File: src/rtl/bus_arbiter.sv
// rtl/bus_arbiter.sv - round-robin bus arbiter with turnaround cycle and sticky hold watchdog
module bus_arbiter #(
  parameter int DEVICE_COUNT   = 4,
  parameter int TIMEOUT_CYCLES = 1024,
  parameter int ID_WIDTH       = $clog2(DEVICE_COUNT)
) (
  input  logic                    clock,
  input  logic                    reset,
  input  logic [DEVICE_COUNT-1:0] requests,
  output logic [DEVICE_COUNT-1:0] grants,
  output logic [ID_WIDTH-1:0]     owner,
  output logic                    busy,
  output logic                    timeoutError
);

  localparam int HOLD_W = $clog2(TIMEOUT_CYCLES + 1);
  localparam int SUM_W  = ID_WIDTH + 1;
  localparam logic [HOLD_W-1:0] HOLD_MAX = HOLD_W'(TIMEOUT_CYCLES);
  localparam logic [SUM_W-1:0]  DEV_N    = SUM_W'(DEVICE_COUNT);

  localparam logic [1:0] ST_IDLE       = 2'd0;
  localparam logic [1:0] ST_GRANTED    = 2'd1;
  localparam logic [1:0] ST_TURNAROUND = 2'd2;

  logic [1:0]                state;
  logic [ID_WIDTH-1:0]       pointer;
  logic [HOLD_W-1:0]         hold_count;

  logic [2*DEVICE_COUNT-1:0] req_twice;
  logic [2*DEVICE_COUNT-1:0] req_rot;
  logic [ID_WIDTH-1:0]       offset;
  logic [SUM_W-1:0]          win_sum;
  logic [ID_WIDTH-1:0]       winner;
  logic [DEVICE_COUNT-1:0]   winner_onehot;
  logic [SUM_W-1:0]          owner_inc;
  logic [ID_WIDTH-1:0]       next_pointer;

  // Rotating the doubled vector puts requests[pointer] at bit 0, so the
  // lowest set bit is the distance from the pointer to the winner.
  assign req_twice = {requests, requests};
  assign req_rot   = req_twice >> pointer;

  always_comb begin
    offset = '0;
    for (int k = DEVICE_COUNT - 1; k >= 0; k--) begin
      if (req_rot[k]) offset = ID_WIDTH'(k);
    end
    win_sum = {1'b0, pointer} + {1'b0, offset};
    if (win_sum >= DEV_N) win_sum = win_sum - DEV_N;
    winner        = win_sum[ID_WIDTH-1:0];
    winner_onehot = DEVICE_COUNT'(1) << winner;
  end

  // Explicit compare keeps the wrap correct for non-power-of-two counts.
  assign owner_inc    = {1'b0, owner} + SUM_W'(1);
  assign next_pointer = (owner_inc == DEV_N) ? '0 : owner_inc[ID_WIDTH-1:0];

  always_ff @(posedge clock or negedge reset) begin
    if (!reset) begin
      state        <= ST_IDLE;
      pointer      <= '0;
      hold_count   <= '0;
      grants       <= '0;
      owner        <= '0;
      busy         <= 1'b0;
      timeoutError <= 1'b0;
    end else begin
      case (state)
        ST_IDLE: begin
          if (|requests) begin
            grants     <= winner_onehot;
            owner      <= winner;
            busy       <= 1'b1;
            hold_count <= HOLD_W'(1);
            state      <= ST_GRANTED;
            if (HOLD_W'(1) == HOLD_MAX) timeoutError <= 1'b1;
          end
        end
        ST_GRANTED: begin
          if (requests[owner]) begin
            if (hold_count != HOLD_MAX) begin
              hold_count <= hold_count + 1'b1;
              if (hold_count + 1'b1 == HOLD_MAX) timeoutError <= 1'b1;
            end
          end else begin
            grants     <= '0;
            busy       <= 1'b0;
            pointer    <= next_pointer;
            hold_count <= '0;
            state      <= ST_TURNAROUND;
          end
        end
        ST_TURNAROUND: state <= ST_IDLE;
        default:       state <= ST_IDLE;
      endcase
    end
  end

endmodule
File: config.mk
export PLATFORM = sky130hd
export DESIGN_NAME = bus_arbiter
export DESIGN_NICKNAME = d
export VERILOG_FILES = /design/src/rtl/bus_arbiter.sv
export SDC_FILE = /design/constraint.sdc
export NUM_CORES = 1
export LEC_CHECK = 0
export ABC_AREA = 1
export CAP_MARGIN = 20
export CELL_PAD_IN_SITES_DETAIL_PLACEMENT = 1
export CELL_PAD_IN_SITES_GLOBAL_PLACEMENT = 2
export CORE_UTILIZATION = 29
export DETAILED_ROUTE_END_ITERATION = 8
export HOLD_SLACK_MARGIN = 0.1
export PLACE_DENSITY_LB_ADDON = 0.1
export SLEW_MARGIN = 15
export SYNTH_ARGS = -nofsm -noshare
export SYNTH_HDL_FRONTEND = slang
export SYNTH_SLANG_ARGS = --single-unit
File: constraint.sdc
create_clock -name clock -period 1.55 [get_ports clock]
set_input_delay 0.465 -clock clock [delete_from_list [all_inputs] [get_ports clock]]
set_output_delay 0.465 -clock clock [all_outputs]
set_load 0.02 [all_outputs]
# Yosys cells after proc, flatten, opt, wreduce, memory -nomap -nowiden
# Index checks and enable logic that the tools add are counted.
word_totals:
  latchBits: 0
  n_memories: 0
  mem_bits_ro: 0
  mem_bits_rw: 0
  wordCells: 53
  register_bits: 23
op_classes:
  n_mux: 21
  n_shift: 2
  n_reduce_logical: 9
  n_bitwise: 1
  magnitude_cmp: 2
  eq_ne: 7
  div: 0
  multipliers: 0
  add_sub_neg: 4
op_table:
  columns: ["operator", "count"]
  rows:
  - ["11-bit two-way mux", 3]
  - ["11-bit one-hot mux with 2 select lines", 1]
  - ["2-bit two-way mux", 8]
  - ["11-bit by 1-bit adder with 11-bit output (second input constant)", 1]
  - ["11-bit == test (second input constant)", 1]
  - ["11-bit != test (second input constant)", 1]
  - ["4-bit two-way mux", 2]
  - ["4-bit one-hot mux with 2 select lines", 1]
  - ["8-bit by 2-bit >> shifter with 4-bit output", 1]
  - ["2-bit AND reduction", 3]
  - ["3-bit AND reduction", 2]
  - ["2-bit != test (second input constant)", 2]
  - ["2-bit one-hot mux with 2 select lines", 1]
  - ["4-bit AND reduction", 1]
  - ["4-bit OR reduction", 1]
  - ["1-bit by 2-bit << shifter with 4-bit output (first input constant)", 1]
  - ["2-bit by 1-bit adder with 3-bit output (second input constant)", 1]
  - ["2-bit by 2-bit adder with 3-bit output", 1]
  - ["3-bit == test (second input constant)", 1]
  - ["3-bit greater-or-equal comparator (second input constant)", 1]
  - ["2-bit by 3-bit less-than comparator with 1-bit output (second input constant)", 1]
  - ["1-bit two-way mux", 3]
  - ["3-bit != test (second input constant)", 1]
  - ["1-bit binary-select mux with 2-bit select", 1]
  - ["6 further kinds", 6]

# Longest topological paths before layout
# Gate-level depths: netlist of the first run.
depth:
  depth_word: 11
  ltp_mapped: 13

# Worst setup path after synthesis of the first run
# Ideal clock, no wire load.
synth_timing:
  path_kind: "reg-to-reg"
  from: "register pointer[0]"
  to: "register grants[2]"
  path_stages_with_launch: 14
  t_required_ns: 1.433
  path_slack_ns: -0.166
  period_less_slack_ns: 1.716
  arrival_time_ns: 1.600
  cell_sequence: "dfrtp_1 > inv_2 > nand2_1 > nand2_1 > nand2_1 > nand2_1 > nand2_1 > a21boi_0 > ha_1 > xor2_1 > nand3b_2 > nand2_2 > nand2_1 > nand2_1"
synth_between:
  elab_chain_len: 11
  elab_cells_between_ends: 12
synth_rtl:
  columns: ["item", "line", "rtl"]
  rows:
  - ["start, declared", "26", "logic [ID_WIDTH-1:0] pointer;"]
  - ["start signal, assigned", "88", "pointer <= next_pointer;"]
  - ["8-bit by 2-bit >> shifter with 4-bit output", "41", "assign req_rot = req_twice >> pointer;"]
  - ["2-bit two-way mux (4 in a row)", "46", "if (req_rot[k]) offset = ID_WIDTH'(k);"]
  - ["2-bit by 2-bit adder with 3-bit output (*)", "48", "win_sum = {1'b0, pointer} + {1'b0, offset};"]
  - ["3-bit greater-or-equal comparator or 2-bit by 1-bit subtractor with 2-bit output (tied branches)", "49", "if (win_sum >= DEV_N) win_sum = win_sum - DEV_N;"]
  - ["2-bit two-way mux (*)", "49", null]
  - ["1-bit by 2-bit << shifter with 4-bit output (*)", "51", "winner_onehot = DEVICE_COUNT'(1) << winner;"]
  - ["4-bit two-way mux (*)", "70", "if (|requests) begin"]
  - ["4-bit one-hot mux with 2 select lines (*)", "68", "case (state)"]
  - ["end signal, assigned", "71", "grants <= winner_onehot;"]
  - ["end, declared", "10", "output logic [DEVICE_COUNT-1:0] grants,"]
# Mark *: on every way between the ends. The rest lies on a longest branch, timed or not. The select of a mux whose other input is x is not followed.
# A chain may end at the register's enable or synchronous reset.

# Final worst setup path of the first run
layout_timing:
  from: "register pointer[1]"
  to: "register grants[2]"
# Same word-level chain as after synthesis.

==> results by group, run 1 <==
Run
  – Max-Cap Viols: 0

Worst setup path
  – Slowest cell delay on critical path: 0.49 ns
  – WP buf/inv: 1
  – WS Path Type: reg2reg
  – Crit. End Element: flip-flop
  – Critical Path Start: pointer[1]
  – Worst Path Arrival: roughly 2.0 ns
  – Reg2reg path depth: 11
  – Crit path required time: ~1.7 ns
  – Startpoint Class: flip-flop
  – Crit-path max FO: 6
  – Reg-to-Reg Start: pointer[1]
  – Cell chain of the critical path: inv_2 > nand3_1 > nand2_2 > nand2_2 > a21boi_2 > ha_4 > xor2_2 > nand3b_4 > nand2_4 > nand2_1 > nand2_1
  – Reg2reg setup slack: -0.28 ns
  – Crit path max-delay family: simple AND/OR/NAND/NOR gates
  – CP max stage cell: dfrtp_1
  – Reg-to-reg endpoint: grants[2]

Clock network
  – H-tree Lvls: 1
  – CTS Buf Count: 3
  – CTS tree: built
  – CTS root buf: clkbuf_8
  – Clk Latency, worst-skew pair: 0.27 ns
  – Longest Clk Path Bufs: 2
  – Clock sink total: 23
  – Clk slew on worst S/H paths: 0.09 ns
  – Post-CTS Hold Fix Bufs: 0

Drt
  – Final ANT Viol Nets: 0
  – Average vias per placed instance: 4.57
  – Starting DRT DRC Count: between 50 and 60
  – Routed via count: roughly 1500
  – Drt drc: 0
  – DRT Pass-1 Iters: 4
  – WL final: 4560 um
  – Routed WL per cell: around 14 um

Logic synthesis
  – Syn nets: around 230
  – Netlist cell types: 28
  – Yosys top cell area share: 0.371
  – Yosys reg bits: 23
  – Ranking of synthesized cells by area: dfrtp_1 (37%), nand2_1 (22%), nand3_1 (5.5%), nor2_1 (4.8%), ha_1 (4.0%)
  – Synthesized area: 1550 um^2
  – Async SR Flop Fraction: 1.00
  – Synthesis Warnings: 0
  – Post-synth EDFFs: 0
  – Synth Area per Inst: between 7 and 8 um^2
  – Post-synth top area cell: dfrtp_1
  – Ys flop type: dfrtp_1
  – Seq/Total Area, Yosys: 0.371
  – Post-Syn Instances: 220

Power
  – P per Cell Area: 1650 nW/um^2
  – Worst VDD drop: approximately 0.00076 V
  – P_leak: around 0.0010 uW

Die
  – Row cnt: 26
  – Die W: approximately 75 um
  – Chip height: roughly 75 um
  – Die area: about 5700 um^2
  – Starting Density: 0.302
  – Core area: 5140 um^2
  – IO Pins: 14

Cells and area
  – Final Core Density: 0.418
  – Design Area, Final: roughly 2200 um^2
  – Layout cells sized above 1: 0.342
  – Diodes inserted: 0
  – Fin cells: 336
  – Layout area overhead: 38.5%
  – Fin nets: roughly 280

Place
  – Dpl ws: -0.798 ns
  – Placed Cells: around 330
  – RD Place Congestion: 0.787
  – Dpl hpwl: between 3000 and 4000 um
  – Port buffer count: 13
  – Area after DPL: between 1500 and 2000 um^2

Run status
  – Violated checks: negative setup slack
  – Outcome: finished, violations left

Timing
  – RSZ-0062 raised after global routing: true
  – Worst slew margin: 0.773
  – Hold Violations, Final: 0
  – Slew at the pin with the worst max-slew slack: between 0.3 and 0.4 ns
  – Final WS setup: -0.277 ns
  – Highest Clock Rate: 547 MHz
  – Max Slew Vio Count: 0
  – Min Tclk post-route: about 1.8 ns
  – Final setup violation count: 6
  – Crit share post-route: 1.18
  – Post-Route Skew: approximately 0.006 ns

Min path
  – Worst hold stages: 2
  – Hold Crit Start: timeoutError
  – Worst hold endpoint: timeoutError
  – Hold crit path type: reg2reg

Global routing
  – Vias in the first global route: 1429
  – Largest net degree at the start of global routing: 24
  – Initial antenna violation count: 0
  – First-pass GRT wire length: roughly 7000 um
  – GRT Util Overall: 0.169
  – GR Overflow Total: 0
state kept, by name, summed over array words and instances (netlist names):
signal / cells
hold_count: 11
pointer: 2
grants: 4
busy: 1
owner: 2
state: 2
timeoutError: 1
cells by family (layout without fill, tap and decap cells):
family          Yosys count  count (layout)  synth area share
compound gates           14              14            0.0612
simple gates            148             149             0.434
fa+ha+maj                 5               5            0.0403
flops                    23              23             0.371
xor+xnor                  3               3            0.0169
buf+inv                  27              72            0.0774
routing by layer:
layer / routed length [um] / up-vias / track usage
met5: 0 / - / 0
met4: 26 / 0 / 0.0432
met3: 110 / 2 / 0.0241
met2: 2020 / 11 / 0.261
met1: 2400 / 738 / 0.249
li1: - / 785 / -
synth_stat cells (4+ instances only):
library cell / count
nand3_2: 5
nor2_2: 4
nor2_1: 20
nand3_1: 17
inv_2: 7
dfrtp_1: 23
o31ai_1: 6
inv_1: 15
nand2_2: 4
ha_1: 5
nand2_1: 90
how the worst max path moves through the flow:
stage,cells past startpoint,to,slack [ns]
global route,13,owner[1],-0.44
detailed placement,13,grants[2],-0.80
finish,11,grants[2],-0.28
floorplan,13,grants[2],-0.13
global placement,13,grants[2],-0.72
CTS,13,owner[1],-0.32
worst reg2reg max path, stage by stage (launching register included):
cell,delay [ns]
dfrtp_1,0.49
inv_2,0.15
nand3_1,0.10
nand2_2,0.10
nand2_2,0.06
a21boi_2,0.15
ha_4,0.15
xor2_2,0.17
nand3b_4,0.18
nand2_4,0.07
nand2_1,0.06
nand2_1,0.05
power by group:
group	switching [uW]	total, uW	internal [uW]	leakage [uW]
Combinational	1280	2230	950	0.000729
Sequential	161	918	757	0.000287
Clock	218	398	180	0.0000255
Total	1660	3540	1890	0.00104
metrics by stage:
step / total power [uW] / hold slack [ns] / TNS [ns]
after CTS: 3330 / 0.476 / -1.59
after floorplan: 2080 / 0.169 / -0.468
after global placement: 2830 / 0.450 / -10.48
after detailed placement: 2900 / 0.457 / -11.21
final: 3540 / 0.470 / -1.30
after global routing: 3850 / 0.513 / -2.18
placed cells by master (no fill, tap or decap):
cell type,count
nand3_2,5
o21ai_0,3
nand4_1,1
nand2_1,77
clkdlybuf4s50_1,1
clkinv_1,2
dlygate4sd2_1,12
nor2_1,17
nand3_1,17
nand2_2,15
buf_12,1
nor2_2,5
inv_2,8
ha_1,3
dfrtp_2,6
a21boi_2,1
o31ai_1,6
nand2_4,4
dfrtp_1,17
o21bai_1,1
clkbuf_8,3
a31oi_2,1
nor3_1,1
clkinv_2,1
inv_1,14
nor2_4,5
ha_4,2
nand3b_1,1
xor2_1,1
a21oi_2,2
nand3b_4,1
xor2_2,1
xnor2_1,1
buf_4,30
area by class of cell:
type / instances / area (um^2)
fill: 674 / 2990
multi-input combinational: 171 / 983
sequential: 23 / 583
timing repair buffer: 44 / 360
inverter: 24 / 90.1
tap: 70 / 87.6
clock buffer: 3 / 41.3
clock inverter: 1 / 5.00
repair_timing:
action	in CTS	in global routing
cloned	0	1
setup buffers	0	3
endpoints found under the setup margin	30	18
resized for setup	20	26
pin swaps	6	15
Note: power is estimated with default switching activity, not from simulation.
==> run 2: changes to the inputs <==
--- a/config.mk
+++ b/config.mk
@@ -9,6 +9,7 @@
 export CAP_MARGIN = 20
 export CELL_PAD_IN_SITES_DETAIL_PLACEMENT = 1
 export CELL_PAD_IN_SITES_GLOBAL_PLACEMENT = 2
+export CORE_MARGIN = 4
 export CORE_UTILIZATION = 29
 export DETAILED_ROUTE_END_ITERATION = 8
 export HOLD_SLACK_MARGIN = 0.1
==> constraint.sdc (replaced) <==
create_clock -name clock -period 1.52 [get_ports clock]
set_input_delay 0.456 -clock clock [delete_from_list [all_inputs] [get_ports clock]]
set_output_delay 0.456 -clock clock [all_outputs]
set_load 0.02 [all_outputs]
==> run 2 against run 1 <==
Against the previous run: the run still ends with negative setup slack left; via count rose by 2.3%; clock power rose by 2%; maximum frequency rose by 1.1%; routed wire length rose by 6.4%; largest power group unchanged.
==> results by group, run 2 (synthesis gave the netlist of run 1 again) <==
Global routing
  – GRT Util Overall: 0.157
  – GR Overflow Total: 0
  – Largest net degree at the start of global routing: 24
  – Initial antenna violation count: 0
  – First-pass GRT wire length: between 7000 and 8000 um
  – Vias in the first global route: approximately 1600

Die
  – Starting Density: 0.302
  – Core area: a little over 5000 um^2
  – Die W: 81.2 um
  – Die area: around 6600 um^2
  – Row cnt: 26
  – Chip height: between 80 and 90 um
  – IO Pins: 14

Cells and area
  – Commonest non-fill, non-tap cell in the layout: nand2_1
  – Layout cells sized above 1: 0.365
  – Top flop regs: hold_count (11), grants (4)
  – Most flops, register: hold_count
  – Flip-flop count of the largest register after layout: 11
  – Sequential cell area: ~580 um^2
  – Most frequent cells in the layout: nand2_1 (80), buf_4 (38), nor2_1 (17), dfrtp_1 (17), nand3_1 (16)
  – Fillers: roughly 670
  – Diodes inserted: 0
  – Fin nets: about 290
  – Design Area, Final: 2250 um^2
  – Multi-input logic area: between 1000 and 1500 um^2
  – Layout area overhead: 45.2%

Drt
  – Final ANT Viol Nets: 0
  – Routed via count: roughly 1600
  – Starting DRT DRC Count: 65
  – Average vias per placed instance: approximately 4.6
  – Drt drc: 0
  – WL final: 4850 um
  – Routed WL per cell: 14.1 um
  – DRT Pass-1 Iters: 4

Run
  – Max-Cap Viols: 0

Clock network
  – Longest Clk Path Bufs: 2
  – CTS tree: built
  – CTS root buf: clkbuf_8
  – Clk slew on worst S/H paths: 0.10 ns
  – Clk Latency, worst-skew pair: 0.28 ns
  – H-tree Lvls: 1
  – CTS Buf Count: 3
  – Clock sink total: 23

Timing
  – Hold Violations, Final: 0
  – Setup TNS: -1.44 ns
  – Final WS setup: -0.287 ns
  – Highest Clock Rate: roughly 550 MHz
  – Max Slew Vio Count: 0
  – Min Tclk post-route: between 1.5 and 2 ns
  – Final setup violation count: 6
  – Slew at the pin with the worst max-slew slack: between 0.3 and 0.4 ns
  – Worst slew margin: 0.757
  – RSZ-0062 raised after global routing: true
  – Post-Route Skew: 0.0101 ns
  – Crit share post-route: 1.19

Worst setup path
  – Reg2reg path depth: 11
  – Reg-to-reg endpoint: grants[3]
  – Reg2reg setup slack: -0.29 ns
  – Crit-path max FO: 6
  – Startpoint Class: flip-flop
  – Reg-to-Reg Start: pointer[1]
  – WS Path Type: reg2reg
  – Worst Path Arrival: a little under 2 ns
  – Crit. End Element: flip-flop
  – Crit path required time: between 1.5 and 2 ns

Power
  – Total Power: between 3000 and 4000 uW
  – Sw frac: 0.463
  – Sequential share of power: 0.249
  – Switching power total: between 1500 and 2000 uW
  – P per Cell Area: roughly 1700 nW/um^2
  – Worst VDD drop: just under 0.0008 V
  – Internal: between 2000 and 2500 uW
  – Combinational cell fraction of total power: 0.643
  – P_leak: 0.00109 uW
  – Clock network power share: 0.108

Min path
  – Worst hold endpoint: timeoutError
  – Worst hold stages: 2
  – Hold crit path type: reg2reg
  – Hold Crit Start: timeoutError

Place
  – Dpl hpwl: about 3500 um
  – Port buffer count: 13
  – RD Place Congestion: between 0.7 and 0.8
  – Area after DPL: between 1500 and 2000 um^2
  – Dpl ws: -0.831 ns

Run status
  – Violated checks: negative setup slack
  – Outcome: finished, violations left
## run 2: cell types whose count changed in the layout (fill, tap and decap cells not counted), sizes merged
| cell | before | now |
|---|---|---|
| buf | 31 | 39 |
| dlygate4sd2 | 12 | 11 |
| clkdlybuf4s15 | 0 | 1 |
## run 2: final cells by class
cell class / instances / share of cell area
Timing Repair Buffer: 52 / 0.187
Inverter: 24 / 0.0422
Clock buffer: 3 / 0.0183
Clock inverter: 1 / 0.00222
Tap cell: 70 / 0.0388
Multi-Input combinational cell: 171 / 0.453
Sequential cell: 23 / 0.259
## run 2: through the flow
step           utilization  std cells  hold WS, ns
6_report             0.439        344        0.473
4_1_cts              0.406        338        0.486
3_5_place_dp         0.389        330        0.466
5_1_grt              0.439        344        0.504
3_3_place_gp         0.389        330        0.449
2_1_floorplan            -        220        0.160
## run 2: per-layer routing
metal / vias up / share of wire / global-route usage
li1: 801 / - / -
met3: 7 / 0.017 / 0.0211
met5: - / 0 / 0
met4: 0 / 0.013 / 0.0405
met1: 751 / 0.51 / 0.219
met2: 13 / 0.46 / 0.255
## run 2: worst max-delay path: stages (launching register included)
cell and delay [ns]:
dfrtp_1 0.47, inv_2 0.14, nand3_1 0.10, nand2_2 0.11, nand2_1 0.07, a21boi_2 0.16
ha_4 0.16, xor2_2 0.16, nand3b_4 0.18, nand2_4 0.06, nand2_2 0.05, nand2_1 0.05
## run 2: what timing repair did
| action | 4_1_cts | 5_1_grt |
|---|---|---|
| hold buffers | 0 | 0 |
| gates resized for setup | 21 | 34 |
| endpoints found under the hold margin | 0 | 0 |
| setup endpoints to repair | 30 | 19 |
| gates cloned | 0 | 1 |
| buffers inserted | 4 | 6 |
| pin swaps | 4 | 12 |
## run 2: worst max-delay path by stage
| stage | slack, ns | startpoint | to | cells after the start |
|---|---|---|---|---|
| detailed placement | -0.83 | requests[2] | grants[3] | 13 |
| floorplan | -0.16 | pointer[0] | grants[2] | 13 |
| CTS | -0.33 | pointer[0] | grants[3] | 13 |
| global placement | -0.74 | requests[3] | grants[2] | 13 |
| global route | -0.45 | pointer[1] | grants[2] | 11 |
| finish | -0.29 | pointer[1] | grants[3] | 11 |
## run 2: power groups by stage
stage / Clock [uW] / Sequential [uW] / Combinational [uW]
after floorplan: 0 / 991 / 1130
after global placement: 0 / 924 / 1980
after detailed placement: 0 / 934 / 2060
after CTS: 421 / 932 / 2120
after global routing: 455 / 963 / 2690
final: 407 / 941 / 2430
